$ cat config.mk
export PLATFORM = sky130hd
export DESIGN_NAME = id_ex_stage
export DESIGN_NICKNAME = d
export VERILOG_FILES = /design/src/rtl/id_ex_pkg.sv /design/src/rtl/id_ex_stage_load_use_detect.sv /design/src/rtl/id_ex_stage.sv
export SDC_FILE = /design/constraint.sdc
export NUM_CORES = 1
export LEC_CHECK = 0
export ABC_AREA = 1
export CORE_MARGIN = 8
export CORE_UTILIZATION = 45
export DETAILED_ROUTE_END_ITERATION = 10
export DONT_BUFFER_PORTS = 1
export GPL_TIMING_DRIVEN = 0
export PLACE_DENSITY = 0.65
export SLEW_MARGIN = 20
export SYNTH_ARGS = -nofsm -noshare
export SYNTH_HDL_FRONTEND = slang
export SYNTH_HIERARCHICAL = 1
export SYNTH_SLANG_ARGS = --single-unit
$ cat constraint.sdc
create_clock -name clk_i -period 1.6 [get_ports clk_i]
set_clock_uncertainty 0.15 [all_clocks]
set_input_delay 0.24 -clock clk_i [delete_from_list [all_inputs] [get_ports clk_i]]
set_output_delay 0.24 -clock clk_i [all_outputs]
set_load 0.02 [all_outputs]
$ cat src/rtl/id_ex_pkg.sv
// Shared definitions for the ID/EX stage: control-bundle bit layout and the stall FSM encoding.
package id_ex_pkg;

    localparam int CTRL_W        = 8;

    localparam int CTRL_REGWRITE = 0;
    localparam int CTRL_MEMTOREG = 1;
    localparam int CTRL_MEMREAD  = 2;
    localparam int CTRL_MEMWRITE = 3;
    localparam int CTRL_ALUSRC   = 4;
    localparam int CTRL_REGDST   = 5;
    // LSB of the two-bit ALUOP field, occupying [CTRL_ALUOP+1:CTRL_ALUOP]
    localparam int CTRL_ALUOP    = 6;

    typedef enum logic {
        ST_RUN   = 1'b0,
        ST_STALL = 1'b1
    } state_e;

endpackage

$ cat src/rtl/id_ex_stage_load_use_detect.sv
// Combinational load-use compare: a load in ID/EX whose destination rt is read by the instruction in IF/ID.
// Zero latency; no state, no backpressure of its own.
module load_use_detect (
    input  logic       ex_valid_i,
    input  logic       ex_memread_i,
    input  logic [4:0] ex_rt_i,
    input  logic       id_valid_i,
    input  logic [4:0] id_rs_i,
    input  logic [4:0] id_rt_i,
    output logic       hz_o
);

    assign hz_o = ex_valid_i & ex_memread_i & id_valid_i & (ex_rt_i != 5'd0)
                & ((ex_rt_i == id_rs_i) | (ex_rt_i == id_rt_i));

endmodule

$ cat src/rtl/id_ex_stage.sv
// ID/EX pipeline register with load-use bubble insertion; one-cycle latency, ex_stall_i freezes it and holds PC/IF-ID.
// Optional ID_EX_STALL_CNT_EN builds a 32-bit counter of hazard bubbles; otherwise stall_cnt_o is tied to zero.
module id_ex_stage #(
    parameter int DATA_W           = 32,
    parameter int CTRL_W           = 8,
    parameter int LOAD_USE_BUBBLES = 1
) (
    input  logic              clk_i,
    input  logic              rst_i,
    input  logic              flush_i,
    input  logic              ex_stall_i,
    input  logic              valid_i,
    input  logic [CTRL_W-1:0] ctrl_i,
    input  logic [4:0]        RSaddr_i,
    input  logic [4:0]        RTaddr_i,
    input  logic [4:0]        RDaddr_i,
    input  logic [DATA_W-1:0] RSdata_i,
    input  logic [DATA_W-1:0] RTdata_i,
    input  logic [DATA_W-1:0] imm_i,
    output logic              valid_o,
    output logic [CTRL_W-1:0] ctrl_o,
    output logic [4:0]        RSaddr_o,
    output logic [4:0]        RTaddr_o,
    output logic [4:0]        RDaddr_o,
    output logic [DATA_W-1:0] RSdata_o,
    output logic [DATA_W-1:0] RTdata_o,
    output logic [DATA_W-1:0] imm_o,
    output logic              hazard_o,
    output logic              PCWrite_o,
    output logic              IF_ID_Write_o,
    output logic [31:0]       stall_cnt_o
);
    import id_ex_pkg::*;

    state_e            state_q, state_d;
    logic [2:0]        rem_q, rem_d;
    logic              valid_q;
    logic [CTRL_W-1:0] ctrl_q;
    logic [4:0]        rs_q, rt_q, rd_q;
    logic [DATA_W-1:0] rsd_q, rtd_q, imm_q;
    logic              hz, bubble, load, hold_front;

    load_use_detect u_detect (
        .ex_valid_i   (valid_q),
        .ex_memread_i (ctrl_q[CTRL_MEMREAD]),
        .ex_rt_i      (rt_q),
        .id_valid_i   (valid_i),
        .id_rs_i      (RSaddr_i),
        .id_rt_i      (RTaddr_i),
        .hz_o         (hz)
    );

    always_comb begin
        state_d    = state_q;
        rem_d      = rem_q;
        bubble     = 1'b0;
        load       = 1'b0;
        hazard_o   = 1'b0;
        hold_front = 1'b0;
        if (flush_i) begin
            bubble  = 1'b1;
            state_d = ST_RUN;
            rem_d   = 3'd0;
        end else if (ex_stall_i) begin
            // Frozen: hazard still reports the held condition so front-end logic stays consistent.
            hold_front = 1'b1;
            hazard_o   = (state_q == ST_STALL) | hz;
        end else if (state_q == ST_RUN && hz) begin
            bubble     = 1'b1;
            hazard_o   = 1'b1;
            hold_front = 1'b1;
            if (LOAD_USE_BUBBLES > 1) begin
                state_d = ST_STALL;
                rem_d   = 3'(LOAD_USE_BUBBLES - 1);
            end
        end else if (state_q == ST_STALL) begin
            bubble     = 1'b1;
            hazard_o   = 1'b1;
            hold_front = 1'b1;
            rem_d      = rem_q - 3'd1;
            if (rem_q == 3'd1) begin
                state_d = ST_RUN;
            end
        end else begin
            load = 1'b1;
        end
    end

    assign PCWrite_o     = ~hold_front;
    assign IF_ID_Write_o = ~hold_front;

    always_ff @(posedge clk_i or negedge rst_i) begin
        if (!rst_i) begin
            state_q <= ST_RUN;
            rem_q   <= 3'd0;
            valid_q <= 1'b0;
            ctrl_q  <= '0;
            rs_q    <= '0;
            rt_q    <= '0;
            rd_q    <= '0;
            rsd_q   <= '0;
            rtd_q   <= '0;
            imm_q   <= '0;
        end else begin
            state_q <= state_d;
            rem_q   <= rem_d;
            if (bubble) begin
                valid_q <= 1'b0;
                ctrl_q  <= '0;
                rs_q    <= '0;
                rt_q    <= '0;
                rd_q    <= '0;
                rsd_q   <= '0;
                rtd_q   <= '0;
                imm_q   <= '0;
            end else if (load) begin
                valid_q <= valid_i;
                ctrl_q  <= ctrl_i;
                rs_q    <= RSaddr_i;
                rt_q    <= RTaddr_i;
                rd_q    <= RDaddr_i;
                rsd_q   <= RSdata_i;
                rtd_q   <= RTdata_i;
                imm_q   <= imm_i;
            end
        end
    end

`ifdef ID_EX_STALL_CNT_EN
    logic [31:0] cnt_q;

    // Flush bubbles are excluded: only hazard-generated bubbles are counted.
    always_ff @(posedge clk_i or negedge rst_i) begin
        if (!rst_i) begin
            cnt_q <= 32'd0;
        end else if (bubble && !flush_i) begin
            cnt_q <= cnt_q + 32'd1;
        end
    end

    assign stall_cnt_o = cnt_q;
`else
    assign stall_cnt_o = 32'd0;
`endif

    assign valid_o  = valid_q;
    assign ctrl_o   = ctrl_q;
    assign RSaddr_o = rs_q;
    assign RTaddr_o = rt_q;
    assign RDaddr_o = rd_q;
    assign RSdata_o = rsd_q;
    assign RTdata_o = rtd_q;
    assign imm_o    = imm_q;

endmodule

==> metrics.md, run 1 <==
| Metric | Value |
|---|---|
| Root Driver | `clkbuf_16` |
| Worst R2R Path Depth | `14` |
| Ant. Diodes | `0` |
| Crit start category | `flip-flop` |
| Clk_lat worst skew | `between 0.4 and 0.5 ns` |
| Reg2reg end | `RSdata_o[30]$_DFFE_PN0P_` |
| Met2 WL | `a little over 10000 microns` |
| Ranking of synthesized cells by area | `dfrtp_1 54%, nand2_1 18%, o21ai_2 12%, buf_4 4.4%, buf_6 2.1%` |
| WL met1 | `6640 microns` |
| Routed length on met3 | `1900 microns` |
| Gr usage total | `0.224` |
| Pre-CTS setup slack | `-0.482 ns` |
| Largest net degree at the start of global routing | `about 130` |
| Crit. End Element | `primary output` |
| Mapped cell area | `approximately 5800 sq um` |
| Failing checks | `hold timing, setup timing` |
| Share of power burned in registers | `0.436` |
| Top Ports | `about 280` |
| FF+latch count, synth | `roughly 120` |
| # DRC | `0` |
| WP data arrival | `2.12 ns` |
| Die area | `16700 sq um` |
| Setup ws final | `-0.911 ns` |
| Via count | `just over 5k` |
| Global-route wire length before repair | `roughly 29000 microns` |
| Internal power | `approximately 6.2 mW` |
| Clk buf depth | `2` |
| Overall Power | `8.57 mW` |
| Hold crit path type | `input pin to async pin` |
| Number of synthesized flops with an enable pin | `0` |
| Routed wire length | `just under 20000 microns` |
| Hpwl dp | `between 10000 and 15000 microns` |
| Most frequent cell after synthesis | `nand2_1` |
| Avg Inst Size Synth | `approximately 9.1 sq um` |
| Top layer in use | `met4` |
| R2R Path Start | `RTaddr_o[3]$_DFFE_PN0P_` |
| Cell variety after synth | `24` |
| Gr ovfl total | `0` |
| Reg-to-reg slack, setup | `-0.67 ns` |
| CTS buffer count | `17` |
| Drt initial violations | `~270` |
| Yosys warning count | `6` |
| Mapped Cells | `roughly 640` |
| Sw Ratio | `0.271` |
| Clock Pin Slew Worst Setup and Hold Paths | `0.05 ns` |
| Synth Flop Type | `dfrtp_1` |
| Number of global-route vias before repair | `between 5k and 6k` |
| Power Dens Cells | `between 900 and 1000 nW/um^2` |
| Initial antenna violation count | `0` |
| Fin crit share | `1.57` |
| Max_cap viols | `0` |
| Status | `finished with violations` |
| Sink Count | `around 120` |
| Worst vdd ir | `approximately 0.5 mV` |
| Finish-stage setup viols | `between 100 and 150` |
| Worst path required time | `roughly 1.2 ns` |
| Unrepaired setup endpoints after global routing | `true` |
| Starting Density | `0.460` |
| CTS tree | `built` |
| DIE HEIGHT | `approximately 130 microns` |
| CP Max Fanout | `5` |
| Post-synthesis sequential area ratio | `0.536` |
| Count of pins over their slew limit | `0` |
| Gpl congestion | `0.813` |
| # fillers | `~880` |
| First drt pass iteration count | `5` |
| Port-buffer cells | `0` |
| Leading area contributor after synthesis | `dfrtp_1` |
| Num rows | `just over 40` |
| Antenna Violating Nets Remaining | `0` |
| Fraction of layout cells with a size suffix above 1 | `0.288` |
| F_max | `between 300 and 400 MHz` |
| Hold WS | `-0.631 ns` |
| Die Wd | `129 microns` |
| Psw | `approximately 2.3 mW` |
| Async SR Flop Fraction | `1.00` |
| Vias per inst | `5.06` |
| Routed len/inst | `approximately 19 microns` |
| Post-route setup TNS | `-74.92 ns` |
| Share of the synthesized area in the top cell type | `0.536` |
| Crit Path Category | `flip-flop to primary output` |
| Endpoints failing hold | `~120` |
| Total core area | `12600 sq um` |
| Hold_buf cts | `approximately 120` |
| Area grow syn2layout | `51.2%` |
| Post-route minimum period | `roughly 2.5 ns` |
| Clk pwr share | `0.420` |
| Static leakage | `4.15 nW` |
| Top post-synthesis cells by count | `270 x nand2_1, 124 x dfrtp_1, 80 x o21ai_2, 34 x buf_4, 23 x o21ai_0` |
| Gate power share | `0.144` |
| Final nets | `just under 1k` |
| H-tree level count | `4` |
==> layout by cell type, fill, tap and decap left out <==
| cell | netlist | layout |
|---|---|---|
| dfrtp_1 | 124 | 119 |
| nand3_1 | 4 | 4 |
| a21oi_4 | 0 | 1 |
| a21oi_2 | 1 | 1 |
| o21ai_2 | 80 | 104 |
| buf_1 | 2 | 2 |
| buf_2 | 18 | 18 |
| clkinv_2 | 0 | 6 |
| buf_8 | 0 | 7 |
| nand2_8 | 0 | 1 |
| conb_1 | 1 | 32 |
| buf_4 | 34 | 35 |
| buf_16 | 0 | 11 |
| inv_1 | 17 | 13 |
| inv_2 | 2 | 6 |
| bufinv_16 | 0 | 1 |
| buf_6 | 11 | 2 |
| o21ai_0 | 23 | 3 |
| clkbuf_1 | 7 | 6 |
| xnor2_1 | 2 | 2 |
| clkinvlp_4 | 0 | 1 |
| nand2_2 | 1 | 2 |
| nor2_2 | 1 | 1 |
| nand4_1 | 3 | 3 |
| clkbuf_16 | 0 | 19 |
| xor2_1 | 1 | 1 |
| clkbuf_8 | 0 | 4 |
| dlygate4sd3_1 | 0 | 123 |
| nor2_4 | 1 | 2 |
| dfrtp_2 | 0 | 5 |
| buf_12 | 0 | 18 |
| ha_1 | 2 | 2 |
| o21ai_1 | 20 | 16 |
| nor2_1 | 13 | 12 |
| nand2_1 | 270 | 268 |
==> stage by stage <==
stage	hold slack (ns)	utilization	instance area [sq um]	std cells
final	-0.631	0.696	8750	1023
after global routing	-0.649	0.696	8750	1023
after CTS	-0.645	0.680	8550	1015
after detailed placement	-0.202	0.494	6200	842
after global placement	-0.202	0.494	6200	842
after floorplan	-0.206	-	5990	670
==> layout make-up <==
type / count / area [sq um] / share of cell area
Inverter: 19 / 71.3 / 0.00815
Timing Repair Buffer: 153 / 1880 / 0.214
Clock buffer: 22 / 484 / 0.0553
Buffer: 70 / 576 / 0.0658
Sequential cell: 124 / 3110 / 0.355
Clock inverter: 8 / 67.6 / 0.00772
Multi-Input combinational cell: 455 / 2350 / 0.269
Tap cell: 172 / 215 / 0.0246
==> worst max-delay path, cell delays in order (launching register included) <==
cell and delay, ns:
dfrtp_2 0.48, inv_2 0.08, nand2_2 0.07, nand2_1 0.05
nor2_1 0.09, nand3_1 0.13, a21oi_2 0.22, inv_2 0.08
a21oi_4 0.25, nor2_4 0.10, buf_6 0.16
==> flip-flops by register name, summed over array words and instances (netlist names) <==
signal    flops
rem_q         3
valid_o       1
ctrl_o        8
RTaddr_o      5
state_q       1
RTdata_o     32
RSdata_o     32
RDaddr_o      5
RSaddr_o      5
imm_o        32
==> worst max path at each step <==
stage,startpoint,end,slack (ns),cells past startpoint
4_1_cts,RTaddr_o[1]$_DFFE_PN0P_,PCWrite_o,-0.94,8
3_5_place_dp,RTaddr_o[4]$_DFFE_PN0P_,PCWrite_o,-0.48,10
2_1_floorplan,RTaddr_o[1]$_DFFE_PN0P_,PCWrite_o,-0.24,8
6_report,RTaddr_o[3]$_DFFE_PN0P_,PCWrite_o,-0.91,10
3_3_place_gp,RTaddr_o[4]$_DFFE_PN0P_,PCWrite_o,-0.48,10
5_1_grt,RTaddr_o[3]$_DFFE_PN0P_,PCWrite_o,-0.96,10
==> per-layer routing <==
layer	up-vias	GRT usage
li1	2363	-
met1	2495	0.229
met2	261	0.389
met3	59	0.0834
met4	0	0.123
met5	-	0
==> what timing repair did <==
item,4_1_cts,5_1_grt
pin swaps,7,7
gates cloned,13,2
resized for setup,20,67
endpoints found under the setup margin,124,124
buffers inserted,7,11
hold endpoints to repair,248,124
==> cell families (layout without fill, tap and decap cells) <==
logic type,count (synthesis),in the layout,share of synthesized area
adders and majority gates,2,2,0.00432
xor gates and xnor gates,3,3,0.00454
buffers and inverters,91,272,0.0992
and+or+nand+nor,293,293,0.194
AOI/OAI and AO/OA,125,125,0.161
DFF,124,124,0.536
other,1,32,0.000648
==> power by group through the flow <==
stage | combinational, mW | clock, mW | sequential (mW)
2_1_floorplan | 0.614 | 0 | 3.71
3_3_place_gp | 0.692 | 0 | 3.78
3_5_place_dp | 0.716 | 0 | 3.79
4_1_cts | 1.15 | 3.65 | 3.74
5_1_grt | 1.33 | 3.78 | 3.76
6_report | 1.24 | 3.60 | 3.73
Power figures use the tool's default switching activity.
==> inputs of run 2 (changes only) <==
- CORE_UTILIZATION: 45 -> 52
- HOLD_SLACK_MARGIN: unset -> 0.02
- PLACE_DENSITY: 0.65 -> 0.7
==> run 2 against run 1 <==
Net effect:
- the flow still finishes with violations (hold timing, setup timing)
- worst setup slack worse by 0.13 ns
- count of clock-buffer cells in the layout unchanged
- critical endpoint unchanged
- first-iteration DRC count grew 38%
- sequential share of layout area grew 0.69 points
==> metrics.md, run 2 (same netlist as run 1, synthesis figures left out) <==
| Metric | Value |
|---|---|
| Hold crit path type | `input pin to async pin (unchanged)` |
| Worst vdd ir | `0.561 mV (was 0.500 mV)` |
| Crit start category | `flip-flop (unchanged)` |
| Failing checks | `hold timing, setup timing (unchanged)` |
| Fin crit share | `1.65 (was 1.57)` |
| F_max | `379 MHz (was 398 MHz)` |
| Total core area | `10800 sq um (was 12600 sq um)` |
| CP Cell Sequence | `xor2_1 > nor2_1 > nand3_1 > a21oi_2 > inv_2 > a21oi_4 > nor2_4 > buf_6 (was inv_2 > nand2_2 > nand2_1 > nor2_1 > nand3_1 > a21oi_2 > inv_2 > a21oi_4 > nor2_4 > buf_6)` |
| First drt pass iteration count | `5 (unchanged)` |
| Num rows | `38 (was 41)` |
| Die Wd | `121 microns (was 129 microns)` |
| Post-layout util | `0.792 (was 0.696)` |
| CP Buf/Inv Count | `2 (was 3)` |
| Count of pins over their slew limit | `0 (unchanged)` |
| Hpwl dp | `12000 microns (was 11800 microns)` |
| Crit. End Element | `primary output (unchanged)` |
| Power Dens Cells | `1000 nW/um^2 (was 979 nW/um^2)` |
| Leading cell type in the layout, fill and taps excluded | `nand2_1 (unchanged)` |
| CTS buffer count | `17 (unchanged)` |
| Top Ports | `279 (unchanged)` |
| Crit Path Category | `flip-flop to primary output (unchanged)` |
| Routed wire length | `20600 microns (was 19400 microns)` |
| Hold WS | `-0.737 ns (was -0.631 ns)` |
| Largest net degree at the start of global routing | `125 (unchanged)` |
| Layout Cells excl Fill | `989 (was 1023)` |
| Top delay family on crit path | `flip-flops (unchanged)` |
| Gr ovfl total | `0 (unchanged)` |
| Finish-stage setup viols | `124 (unchanged)` |
| Gr usage total | `0.273 (was 0.224)` |
| Via count | `5212 (was 5178)` |
| WP data arrival | `2.25 ns (was 2.12 ns)` |
| DIE HEIGHT | `121 microns (was 129 microns)` |
| Post-route minimum period | `2.64 ns (was 2.51 ns)` |
| CTS tree | `built (unchanged)` |
| Static leakage | `4.07 nW (was 4.15 nW)` |
| # DRC | `0 (unchanged)` |
| Initial antenna violation count | `2 (was 0)` |
| Sink Count | `124 (unchanged)` |
| CP Max Fanout | `6 (was 5)` |
| Max_cap viols | `0 (unchanged)` |
| Placed cell count | `810 (was 842)` |
| Post-route cell area | `8590 sq um (was 8750 sq um)` |
| Starting Density | `0.534 (was 0.460)` |
| Placed Area | `6160 sq um (was 6200 sq um)` |
| Clk_lat worst skew | `0.52 ns (was 0.41 ns)` |
| Pre-CTS setup slack | `-0.449 ns (was -0.482 ns)` |
| Clk buf depth | `2 (unchanged)` |
| Area grow syn2layout | `48.4% (was 51.2%)` |
| Worst path required time | `1.21 ns (about the same)` |
| Fraction of layout cells with a size suffix above 1 | `0.277 (was 0.288)` |
| Global-route wire length before repair | `31100 microns (was 28700 microns)` |
| Endpoints failing hold | `124 (unchanged)` |
| Status | `finished with violations (unchanged)` |
| Worst-margin pin slew | `0.520 ns` |
| Routed len/inst | `20.9 microns (was 19.0 microns)` |
| Vias per inst | `5.27 (was 5.06)` |
| Post-route setup TNS | `-74.35 ns (was -74.92 ns)` |
| Overall Power | `8.60 mW (was 8.57 mW)` |
| Slew HR | `0.653` |
| CP peak stage delay | `0.49 ns (was 0.48 ns)` |
| Final nets | `961 (was 966)` |
| Clock Pin Slew Worst Setup and Hold Paths | `0.05 ns (about the same)` |
| Setup ws final | `-1.04 ns (was -0.911 ns)` |
| Slowest cell on the critical path | `dfrtp_2 (unchanged)` |
| Hold_buf cts | `124 (was 123)` |
| Most frequent cells in the layout | `269 x nand2_1, 124 x dlygate4sd3_1, 119 x dfrtp_1, 95 x o21ai_2, 35 x buf_4 (was 268 x nand2_1, 123 x dlygate4sd3_1, 119 x dfrtp_1, 104 x o21ai_2, 35 x buf_4)` |
| Port-buffer cells | `0 (unchanged)` |
| Unrepaired setup endpoints after global routing | `true (unchanged)` |
| Gpl congestion | `0.842 (was 0.813)` |
| Number of global-route vias before repair | `5627 (was 5406)` |
| Root Driver | `clkbuf_8 (was clkbuf_16)` |
| H-tree level count | `4 (unchanged)` |
| Antenna Violating Nets Remaining | `0 (unchanged)` |
| Drt initial violations | `368 (was 267)` |
| Die area | `14800 sq um (was 16700 sq um)` |
run 2: changes by cell type in the layout (fill, tap and decap cells not counted), moves of 3 or more:
cell     delta
o21ai_2     -9
diode_2     +3
buf_16      -6
o21ai_4     +7
run 2: layout make-up:
type	instances	area, sq um
well taps	140	175
multi-input cells	455	2400
plain buffers	66	510
clock buffers	22	463
clock inverters	8	92.6
inverters	19	71.3
flip-flops and latches	124	3110
fillers	604	2250
diodes	3	7.51
repair buffers	152	1760
run 2: timing repair:
| action | CTS | global route |
|---|---|---|
| pin swaps | 1 | 2 |
| hold endpoints to repair | 248 | 124 |
| gates resized for setup | 55 | 42 |
| endpoints found under the setup margin | 124 | 124 |
| setup buffers | 14 | 11 |
| gates cloned | 13 | 1 |
run 2: path summary, 6_finish.rpt:
check / start / end / slack (ns) / cells past startpoint
setup / recovery: RTaddr_o[1]$_DFFE_PN0P_ / PCWrite_o / -1.04 / 8
hold / removal: rst_i / RSdata_o[4]$_DFFE_PN0P_ / -0.74 / 0
setup reg to reg: RTaddr_o[1]$_DFFE_PN0P_ / RSaddr_o[4]$_DFFE_PN0P_ / -0.70 / 12
hold reg to reg: rem_q[2]$_DFFE_PN0P_ / rem_q[2]$_DFFE_PN0P_ / 0.39 / 2
max in group asynchronous: rst_i / RSdata_o[8]$_DFFE_PN0P_ / 1.84 / 0
min in group clk_i: imm_i[9] / imm_o[9]$_DFFE_PN0P_ / 0.27 / 3
run 2: worst register-to-register path, cell delays in order, from the launching register on:
cell	delay, ns
dfrtp_2	0.49
xor2_1	0.20
nor2_1	0.16
nand3_1	0.11
a21oi_2	0.17
inv_2	0.08
buf_4	0.13
buf_6	0.12
nand2_8	0.13
buf_16	0.16
buf_12	0.12
buf_12	0.11
o21ai_2	0.06
run 2: per-layer routing:
layer  vias to the layer above  part of all wire  GRT usage
li1                       2361                 -          -
met3                        55              0.10      0.116
met1                      2484              0.34      0.280
met5                         -                 0          0
met2                       312              0.53      0.467
met4                         0             0.031      0.144
run 2: power by group:
group	internal [mW]	leakage, nW	total (mW)	switching, mW
registers	3.33	1.64	3.74	0.408
clock network	2.31	0.276	3.65	1.35
logic	0.610	2.15	1.21	0.603
==> inputs of run 3 (changes only) <==
- ABC_AREA: 1 -> unset
- CORE_ASPECT_RATIO: unset -> 1.1
==> run 3 against run 2 <==
Net effect:
- non-clock buffer count rose by 14
- critical path type is now flip-flop to flip-flop
- first-iteration DRC count rose by 49%
- the run still ends with hold timing, setup timing left
- final cell count fell by 2.4%
- critical endpoint is now RSdata_o[26]$_DFFE_PN0P_
- count of clock-buffer cells in the layout did not move
- synthesized cell count fell by 4.7%
- combinational power fell by 18%
- sequential share of layout area fell by 0.54 points
- global-route usage rose by 3.4 points
- worst setup slack improved by 0.0068 ns
- maximum frequency rose by 0.26%
==> metrics.md, run 3 <==
| Metric | Value |
|---|---|
| Antenna Violating Nets Remaining | `0 (unchanged)` |
| Die Wd | `117 microns (was 121 microns)` |
| Final nets | `930 (was 961)` |
| Global-route wire length before repair | `34800 microns (was 31100 microns)` |
| Internal power | `6.07 mW (was 6.24 mW)` |
| Worst path required time | `1.77 ns (was 1.21 ns)` |
| Clk pwr share | `0.442 (was 0.425)` |
| DIE HEIGHT | `127 microns (was 121 microns)` |
| Psw | `2.27 mW (was 2.36 mW)` |
| Largest net degree at the start of global routing | `125 (unchanged)` |
| Num rows | `40 (was 38)` |
| Post-route cell area | `8720 sq um (was 8590 sq um)` |
| Initial antenna violation count | `1 (was 2)` |
| Crit Path Category | `flip-flop to flip-flop (was flip-flop to primary output)` |
| CP Cell Sequence | `or4_4 > o2111ai_4 > a21oi_2 > nor2_2 > buf_4 > buf_12 > buf_16 > buf_6 > buf_12 > nand3b_1 > a21oi_2 (was xor2_1 > nor2_1 > nand3_1 > a21oi_2 > inv_2 > a21oi_4 > nor2_4 > buf_6)` |
| CTS tree | `built (unchanged)` |
| Overall Power | `8.34 mW (was 8.60 mW)` |
| Port-buffer cells | `0 (unchanged)` |
| Status | `finished with violations (unchanged)` |
| Top delay family on crit path | `simple AND/OR/NAND/NOR gates (was flip-flops)` |
| Layout Cells excl Fill | `965 (was 989)` |
| H-tree level count | `4 (unchanged)` |
| FF+latch count, synth | `124 (unchanged)` |
| Clk buf depth | `2 (unchanged)` |
| Avg Inst Size Synth | `9.57 sq um (was 9.06 sq um)` |
| Reg2reg end | `RSdata_o[26]$_DFFE_PN0P_ (was RSaddr_o[4]$_DFFE_PN0P_)` |
| Hold crit path type | `input pin to async pin (unchanged)` |
| CP Buf/Inv Count | `5 (was 2)` |
| Fin crit share | `1.64 (was 1.65)` |
| R2R Path Start | `RTaddr_o[3]$_DFFE_PN0P_ (was RTaddr_o[1]$_DFFE_PN0P_)` |
| Largest family of logic cells by synthesized area | `simple AND/OR/NAND/NOR gates (unchanged)` |
| Hpwl dp | `13000 microns (was 12000 microns)` |
| CTS buffer count | `17 (unchanged)` |
| Synth Flop Type | `dfrtp_1 (unchanged)` |
| Simple-gate area share of the yosys netlist | `0.247 (was 0.194)` |
| Endpoints failing hold | `124 (unchanged)` |
| Leading cell type in the layout, fill and taps excluded | `nand3b_1 (was nand2_1)` |
| Share of the synthesized area in the top cell type | `0.532 (was 0.536)` |
| Power Dens Cells | `957 nW/um^2 (was 1000 nW/um^2)` |
| Drt initial violations | `548 (was 368)` |
| Routed wire length | `23100 microns (was 20600 microns)` |
| Worst vdd ir | `0.723 mV (was 0.561 mV)` |
| F_max | `380 MHz (was 379 MHz)` |
| Hold WS | `-0.623 ns (was -0.737 ns)` |
| Vias per inst | `5.70 (was 5.27)` |
| Post-route minimum period | `2.63 ns (was 2.64 ns)` |
| Crit start category | `flip-flop (unchanged)` |
| Reg-to-reg slack, setup | `-1.03 ns (was -0.70 ns)` |
| Met1 Usage GRT | `0.317 (was 0.280)` |
| Root Driver | `clkbuf_16 (was clkbuf_8)` |
| Complex-gate fraction of the synthesized area | `0.108 (was 0.161)` |
| Top Ports | `279 (unchanged)` |
| Ranking of synthesized cells by area | `dfrtp_1 53%, nand3b_1 16%, a21oi_1 10%, nand2_1 7.7%, buf_4 5.7% (was dfrtp_1 54%, nand2_1 18%, o21ai_2 12%, buf_4 4.4%, buf_6 2.1%)` |
| Hold_buf cts | `120 (was 124)` |
| Total core area | `10900 sq um (was 10800 sq um)` |
| Most frequent cell after synthesis | `dfrtp_1 (was nand2_1)` |
| Sink Count | `124 (unchanged)` |
| Die area | `14900 sq um (was 14800 sq um)` |
| # DRC | `0 (unchanged)` |
| Worst R2R Path Depth | `11 (was 12)` |
| Busiest grt layer | `met2 (unchanged)` |
| Pre-CTS setup slack | `-0.820 ns (was -0.449 ns)` |
| Post-synthesis adder-cell area fraction | `0.00429 (was 0.00432)` |
| Post-synthesis sequential area ratio | `0.532 (was 0.536)` |
| Mapped Cells | `609 (was 639)` |
| Static leakage | `3.74 nW (was 4.07 nW)` |
| Gate power share | `0.120 (was 0.141)` |
| Setup ws final | `-1.03 ns (was -1.04 ns)` |
| Most frequent cells in the layout | `121 x nand3b_1, 120 x nand2_1, 120 x dlygate4sd3_1, 119 x dfrtp_1, 69 x a21oi_2 (was 269 x nand2_1, 124 x dlygate4sd3_1, 119 x dfrtp_1, 95 x o21ai_2, 35 x buf_4)` |
| Leading area contributor after synthesis | `dfrtp_1 (unchanged)` |
| Placed Area | `6140 sq um (was 6160 sq um)` |
| First drt pass iteration count | `7 (was 5)` |
| Gr usage total | `0.307 (was 0.273)` |
| Count of pins over their slew limit | `0 (unchanged)` |
| Via count | `5504 (was 5212)` |
| Gr ovfl total | `0 (unchanged)` |
| Async SR Flop Fraction | `1.00 (unchanged)` |
| Met2 GRT Util | `0.517 (was 0.467)` |
| Slew HR | `0.528 (was 0.653)` |
| GR Util met3 | `0.127 (was 0.116)` |
| CP peak stage delay | `0.59 ns (was 0.49 ns)` |
| Mapped cell area | `5830 sq um (was 5790 sq um)` |
| Fraction of layout cells with a size suffix above 1 | `0.244 (was 0.277)` |
| Number of synthesized flops with an enable pin | `0 (unchanged)` |
| WP data arrival | `2.80 ns (was 2.25 ns)` |
| Unrepaired setup endpoints after global routing | `true (unchanged)` |
| Share of power burned in registers | `0.438 (was 0.434)` |
| Max_cap viols | `0 (unchanged)` |
| Clk_lat worst skew | `0.41 ns (was 0.52 ns)` |
| Xor/xnor cell area share of the yosys netlist | `0.0180 (was 0.00454)` |
| Cell variety after synth | `23 (was 24)` |
| Top post-synthesis cells by count | `124 x dfrtp_1, 122 x a21oi_1, 121 x nand3b_1, 120 x nand2_1, 44 x buf_4 (was 270 x nand2_1, 124 x dfrtp_1, 80 x o21ai_2, 34 x buf_4, 23 x o21ai_0)` |
| Sw Ratio | `0.272 (was 0.274)` |
| Yosys warning count | `6 (unchanged)` |
| Gpl congestion | `0.806 (was 0.842)` |
| Crit. End Element | `flip-flop (was primary output)` |
| Finish-stage setup viols | `123 (was 124)` |
| Number of global-route vias before repair | `6110 (was 5627)` |
| Placed cell count | `787 (was 810)` |
| Slowest cell on the critical path | `or4_4 (was dfrtp_2)` |
| Failing checks | `hold timing, setup timing (unchanged)` |
| CP Max Fanout | `7 (was 6)` |
| Area grow syn2layout | `49.5% (was 48.4%)` |
| Starting Density | `0.534 (about the same)` |
| Mux cell area share after synthesis | `0 (unchanged)` |
| Worst-margin pin slew | `0.707 ns (was 0.520 ns)` |
| Clock Pin Slew Worst Setup and Hold Paths | `0.06 ns (was 0.05 ns)` |
| Routed len/inst | `23.9 microns (was 20.9 microns)` |
==> run 3: worst max-delay path by stage <==
stage | startpoint | end | slack [ns] | cells past startpoint
floorplan | RTaddr_o[1]$_DFFE_PN0P_ | RTaddr_o[1]$_DFFE_PN0P_ | -0.46 | 8
global placement | RTaddr_o[1]$_DFFE_PN0P_ | RSdata_o[27]$_DFFE_PN0P_ | -0.72 | 8
detailed placement | RTaddr_o[3]$_DFFE_PN0P_ | imm_o[27]$_DFFE_PN0P_ | -0.82 | 8
CTS | RTaddr_o[1]$_DFFE_PN0P_ | PCWrite_o | -1.01 | 6
global route | RTaddr_o[3]$_DFFE_PN0P_ | PCWrite_o | -1.06 | 6
finish | RTaddr_o[3]$_DFFE_PN0P_ | RSdata_o[26]$_DFFE_PN0P_ | -1.03 | 11
==> run 3: power by group through the flow <==
| stage | sequential [mW] | clock (mW) | combinational (mW) |
|---|---|---|---|
| finish | 3.65 | 3.69 | 0.998 |
| global route | 3.67 | 3.87 | 1.06 |
| global placement | 3.69 | 0 | 0.583 |
| CTS | 3.65 | 3.73 | 0.870 |
| floorplan | 3.63 | 0 | 0.507 |
| detailed placement | 3.70 | 0 | 0.602 |
==> run 3: layout make-up <==
type,instances,area [sq um]
fillers,625,2190
inverters,2,7.51
well taps,147,184
repair buffers,149,1660
clock inverters,10,90.1
plain buffers,83,566
clock buffers,22,484
flip-flops and latches,124,3110
multi-input cells,427,2610
diodes,1,2.50
==> run 3: stage by stage <==
step | util | setup TNS [ns] | hold slack [ns]
2_1_floorplan | - | -53.78 | -0.206
3_3_place_gp | 0.563 | -81.90 | -0.200
3_5_place_dp | 0.563 | -88.81 | -0.201
4_1_cts | 0.799 | -106.14 | -0.640
5_1_grt | 0.799 | -110.50 | -0.644
6_report | 0.799 | -106.08 | -0.623
==> run 3: logic make-up after synthesis <==
group                      Yosys count
xor gates and xnor gates            12
DFF                                124
buffers and inverters               89
other                                1
adders and majority gates            2
and+or+nand+nor                    257
AOI/OAI and AO/OA                  124
==> run 3: what timing repair did <==
action                     in CTS  in global routing
setup buffers                  16                 13
pin swaps                      21                 35
cloned                         14                  0
setup endpoints to repair     123                123
resized for setup              65                 74
hold endpoints to repair      244                124
==> run 3: per-layer routing <==
| layer | vias up | share of wire |
|---|---|---|
| met3 | 80 | 0.11 |
| met5 | - | 0 |
| met1 | 2688 | 0.34 |
| met2 | 346 | 0.51 |
| met4 | 0 | 0.041 |
| li1 | 2390 | - |
